<file path="src/rtl/sqrt_unit.sv">
// sqrt_unit: parametrised integer square root, restoring digit-by-digit.
// Accepts a radicand on a valid/ready handshake, runs N/2 iterations (one per
// clock), then presents a floor or round-to-nearest root plus the floor
// remainder until the consumer takes it. Also keeps a free-running cycle count.
module sqrt_unit #(
    parameter int N = 8
) (
    input  logic           clock,
    input  logic           reset,
    input  logic [N-1:0]   data_in,
    input  logic           round_mode,
    input  logic           start,
    output logic           in_ready,
    output logic [N/2:0]   data_out,
    output logic [N/2:0]   remainder,
    output logic           out_valid,
    input  logic           out_ready,
    output logic [31:0]    cycles
);

    // H: root width; W: partial-remainder width (two guard bits over the root)
    localparam int H  = N / 2;
    localparam int W  = H + 2;
    localparam int IW = (H > 1) ? $clog2(H) : 1;

    generate
        if ((N < 2) || ((N % 2) != 0)) begin : g_bad_n
            $error("sqrt_unit: N must be even and at least 2");
        end
    endgenerate

    typedef enum logic [1:0] {
        IDLE,
        CALC,
        DONE
    } state_t;

    state_t         state_reg, state_next;
    logic [N-1:0]   x_sh_reg, x_sh_next;
    logic           mode_reg, mode_next;
    logic [W-1:0]   rem_reg, rem_next;
    logic [H-1:0]   root_reg, root_next;
    logic [IW-1:0]  iter_reg, iter_next;
    logic [H:0]     data_out_reg, data_out_next;
    logic [H:0]     remainder_reg, remainder_next;
    logic [31:0]    cycles_reg, cycles_next;

    // One restoring iteration: bring down the next two radicand bits and try
    // subtracting (4*root + 1).
    logic [W-1:0]   rem_shift;
    logic [W-1:0]   trial;
    logic           take;
    logic [W-1:0]   rem_iter;
    logic [H-1:0]   root_iter;

    // Iteration datapath, evaluated every cycle but only committed in CALC
    always_comb begin
        rem_shift = (rem_reg << 2) | W'(x_sh_reg[N-1:N-2]);
        trial     = {root_reg, 2'b01};
        take      = (rem_shift >= trial);
        rem_iter  = take ? (rem_shift - trial) : rem_shift;
        root_iter = (root_reg << 1) | H'(take);
    end

    // Next-state and next-register logic for the FSM and datapath
    always_comb begin
        state_next     = state_reg;
        x_sh_next      = x_sh_reg;
        mode_next      = mode_reg;
        rem_next       = rem_reg;
        root_next      = root_reg;
        iter_next      = iter_reg;
        data_out_next  = data_out_reg;
        remainder_next = remainder_reg;
        cycles_next    = cycles_reg + 32'd1;

        case (state_reg)
            IDLE: begin
                if (start) begin
                    x_sh_next  = data_in;
                    mode_next  = round_mode;
                    rem_next   = '0;
                    root_next  = '0;
                    iter_next  = IW'(H - 1);
                    state_next = CALC;
                end
            end
            CALC: begin
                x_sh_next = x_sh_reg << 2;
                rem_next  = rem_iter;
                root_next = root_iter;
                if (iter_reg == '0) begin
                    remainder_next = rem_iter[H:0];
                    // Round up when the remainder exceeds the root, i.e. the
                    // radicand is past (root + 0.5)^2; may reach 2^H.
                    if (mode_reg && (rem_iter > W'(root_iter))) begin
                        data_out_next = {1'b0, root_iter} + (H+1)'(1);
                    end else begin
                        data_out_next = {1'b0, root_iter};
                    end
                    state_next = DONE;
                end else begin
                    iter_next = iter_reg - IW'(1);
                end
            end
            DONE: begin
                if (out_ready) begin
                    state_next = IDLE;
                end
            end
            default: begin
                state_next = IDLE;
            end
        endcase
    end

    // State and datapath registers with synchronous active-low reset
    always_ff @(posedge clock) begin
        if (!reset) begin
            state_reg     <= IDLE;
            x_sh_reg      <= '0;
            mode_reg      <= 1'b0;
            rem_reg       <= '0;
            root_reg      <= '0;
            iter_reg      <= '0;
            data_out_reg  <= '0;
            remainder_reg <= '0;
            cycles_reg    <= '0;
        end else begin
            state_reg     <= state_next;
            x_sh_reg      <= x_sh_next;
            mode_reg      <= mode_next;
            rem_reg       <= rem_next;
            root_reg      <= root_next;
            iter_reg      <= iter_next;
            data_out_reg  <= data_out_next;
            remainder_reg <= remainder_next;
            cycles_reg    <= cycles_next;
        end
    end

    // Handshake flags come straight from the state register
    assign in_ready  = (state_reg == IDLE);
    assign out_valid = (state_reg == DONE);
    assign data_out  = data_out_reg;
    assign remainder = remainder_reg;
    assign cycles    = cycles_reg;

endmodule

</file>
<file path="config.mk">
export PLATFORM = sky130hd
export DESIGN_NAME = sqrt_unit
export DESIGN_NICKNAME = d
export VERILOG_FILES = /design/src/rtl/sqrt_unit.sv
export SDC_FILE = /design/constraint.sdc
export NUM_CORES = 1
export LEC_CHECK = 0
export BUFFER_PORTS_ARGS = -buffer_cell sky130_fd_sc_hd__buf_4
export CORE_MARGIN = 5
export CORE_UTILIZATION = 50
export CTS_CLUSTER_SIZE = 25
export DETAILED_ROUTE_END_ITERATION = 10
export HOLD_SLACK_MARGIN = 0.06
export PLACE_DENSITY = 0.7
export REMOVE_ABC_BUFFERS = 1
export SLEW_MARGIN = 25
export SYNTH_ARGS = -nofsm -noshare
export SYNTH_HDL_FRONTEND = slang
export SYNTH_SLANG_ARGS = --single-unit
</file>
<file path="constraint.sdc">
create_clock -name clock -period 4.65 [get_ports clock]
set_input_delay 0.93 -clock clock [delete_from_list [all_inputs] [get_ports clock]]
set_output_delay 0.93 -clock clock [all_outputs]
set_load 0.02 [all_outputs]
</file>
==> results.sh <==
export IMPL_ir_drop_mv=0.216
export IMPL_fin_skew_ns=0.00803
export IMPL_path_clk_slew_ns=0.07
export IMPL_pin_count=57
export IMPL_routabilityCongestion=0.907
export IMPL_grt_max_degree=51
export IMPL_grt_util_all_layers=0.185
export IMPL_wl_mm=6.86
export IMPL_postCtsResizedCells=0
export IMPL_post_cts_buffers=0
export IMPL_slew_viol_final=0
export IMPL_area_delta_synth_final_pct=20.6
export IMPL_clk_path_buf_depth=2
export IMPL_drive_gt1_frac=0.198
export IMPL_place_inst=494
export IMPL_multi_input_area_um2=1730
export IMPL_cts_hold_repair_buffers=0
export IMPL_cap_violations=0
export IMPL_fin_nets=456
export IMPL_period_share=0.788
export IMPL_port_buffers=56
export IMPL_powerDensity_nw_per_um2=408
export IMPL_min_path_type="register to register"
export IMPL_drtPass1Iterations=4
export IMPL_leakage_nw=1.48
export IMPL_antenna_cells=0
export IMPL_grt_pass1_vias=2570
export IMPL_dieArea_um2=7940
export IMPL_synthesis_area_um2=3130
export IMPL_stdcell_count=510
export IMPL_crit_required_ns=4.89
export IMPL_period_needed_ns=3.66
export IMPL_clk_insertion_delay_late_ns=0.35
export IMPL_grt_setup_unrepaired="no"
export IMPL_via_count=2771
export IMPL_critPathLaunchType="register"
export IMPL_max_freq_mhz=273
export IMPL_ff_latch_area_um2=1260
export IMPL_maxSlewHeadroom=0.431
export IMPL_largest_reg_flops=32
export IMPL_tightest_slew_ns=0.852
export IMPL_fin_tns_setup_ns=0
export IMPL_worst_path_max_fanout=11
export IMPL_finalSetupViolCount=0
export IMPL_grtUsageMet1=0.232
export IMPL_wl_per_cell_um=13.5
export IMPL_clock_root_buffer="clkbuf_8"
export IMPL_cts_inserted_buffers=9
export IMPL_avgViaCountPerCell=5.43
export IMPL_outcome="complete, no violations"
export IMPL_fp_dieW_um=89.1
export IMPL_avgSynthCellArea_um2=8.30
export IMPL_clock_sinks=63
export IMPL_first_iter_violations=133
export IMPL_ff2ff_setup_slack_ns=0.99
export IMPL_yosys_register_bits=63
export IMPL_yosys_warnings=0
export IMPL_critPathKind="register to register"
export IMPL_chipHeight_um=89.1
export IMPL_hpwl_mm=4.89
export IMPL_yosysSeqAreaShare=0.403
export IMPL_overflow=0
export IMPL_grt_use_met3=0.0323
export IMPL_endpoint_kind="register"
export IMPL_use_met2=0.295
export IMPL_synth_cell_types=49
export IMPL_nFillCells=542
export IMPL_initial_core_util=0.523
export IMPL_postRouteAntennaNets=0
export IMPL_finalHoldViolCount=0
export IMPL_drc=0
export IMPL_cts_tree="built"
export IMPL_grt_busiest_layer="met2"
export IMPL_antenna_found_initial=0
export IMPL_grt_pass1_wl_mm=11.5
export IMPL_coreArea_um2=5990
export IMPL_rows=28
export IMPL_cts_htree_levels=3
export IMPL_synthCells=377
export IMPL_worstPathArrival_ns=3.90
critical path: stages, from the launching register on:
cell	delay (ns)
dfxtp_1	0.45
inv_1	0.12
ha_1	0.35
a311oi_2	0.34
inv_1	0.07
o22ai_1	0.11
buf_4	0.20
nand2_1	0.06
o21ai_0	0.14
ha_1	0.34
a21oi_1	0.13
o21ai_0	0.18
a32oi_1	0.38
o211ai_4	0.18
and4_4	0.23
o31a_1	0.26
worst paths after layout:
| check | from | end | depth (start not counted) |
|---|---|---|---|
| worst max-delay path | root_reg[0] | data_out[2] | 15 |
| worst min-delay path | remainder[4] | remainder[4] | 2 |
| worst max register to register | root_reg[0] | data_out[2] | 15 |
| worst min register to register | remainder[4] | remainder[4] | 2 |
placed cells by master, fill, tap and decap left out, types with 13 or more instances in the layout:
| master | synthesis | layout |
|---|---|---|
| dfxtp_1 | 63 | 63 |
| buf_4 | 1 | 57 |
| nor2_1 | 50 | 50 |
| nand2_1 | 47 | 47 |
| a21oi_1 | 26 | 26 |
| nand3_1 | 22 | 22 |
| inv_1 | 16 | 16 |
| o21ai_0 | 16 | 16 |
| xnor2_1 | 16 | 16 |
| ha_1 | 13 | 13 |
layer usage:
layer,up-vias,part of all wire
met5,-,0
met4,0,0.034
met3,21,0.061
met2,85,0.44
met1,1259,0.46
li1,1406,-
Yosys cell counts (all sizes together):
cell | n | area (um2)
a211oi | 2 | 15.0
a21boi | 1 | 7.51
a21o | 2 | 15.0
a21oi | 27 | 139
a22oi | 2 | 15.0
a311oi | 7 | 67.6
a31oi | 1 | 6.26
a32oi | 1 | 8.76
a41oi | 1 | 8.76
and2 | 10 | 62.6
and3 | 3 | 18.8
and4 | 3 | 31.3
and4b | 1 | 10.0
buf | 4 | 35.0
clkbuf | 11 | 41.3
dfxtp | 63 | 1260
ha | 13 | 163
inv | 17 | 63.8
mux2i | 1 | 10.0
nand2 | 47 | 176
nand2b | 3 | 18.8
nand3 | 24 | 130
nand4 | 8 | 65.1
nor2 | 50 | 188
nor2b | 2 | 12.5
nor3 | 7 | 56.3
nor3b | 2 | 15.0
o211ai | 2 | 28.8
o21a | 5 | 37.5
o21ai | 16 | 80.1
o221ai | 1 | 8.76
o22ai | 2 | 18.8
o31a | 1 | 8.76
o32ai | 1 | 16.3
or3 | 10 | 62.6
xnor2 | 16 | 140
xor2 | 10 | 87.6
power breakdown:
part / total [mW] / leakage [nW] / switching [mW] / internal [mW]
clock: 0.476 / 0.0916 / 0.215 / 0.261
sequential: 0.590 / 0.512 / 0.0228 / 0.567
combinational: 0.472 / 0.879 / 0.292 / 0.180
cell type report:
cell class                 count  share of cell area
clock buffer                  11              0.0375
clock inverter                 5              0.0152
multi-input combinational    282               0.458
tap                           75              0.0249
timing repair buffer          57               0.113
inverter                      17              0.0169
sequential                    63               0.334
cells by family after synthesis:
| family | share of synthesized area |
|---|---|
| AOI/OAI and AO/OA | 0.154 |
| xor gates and xnor gates | 0.0727 |
| DFF | 0.403 |
| buffers and inverters | 0.0448 |
| and+or+nand+nor | 0.271 |
| adders and majority gates | 0.0520 |
| muxes | 0.00320 |
per-stage QoR:
stage	area [um2]	setup slack (ns)	power, mW	hold WS [ns]	utilization
2_1_floorplan	3050	1.04	0.943	0.437	-
3_3_place_gp	3580	1.23	1.05	0.442	0.597
3_5_place_dp	3580	1.06	1.06	0.449	0.597
4_1_cts	3770	1.05	1.54	0.458	0.630
5_1_grt	3770	0.768	1.63	0.472	0.630
6_report	3770	0.987	1.54	0.458	0.630
(Power assumes the default switching activity.)
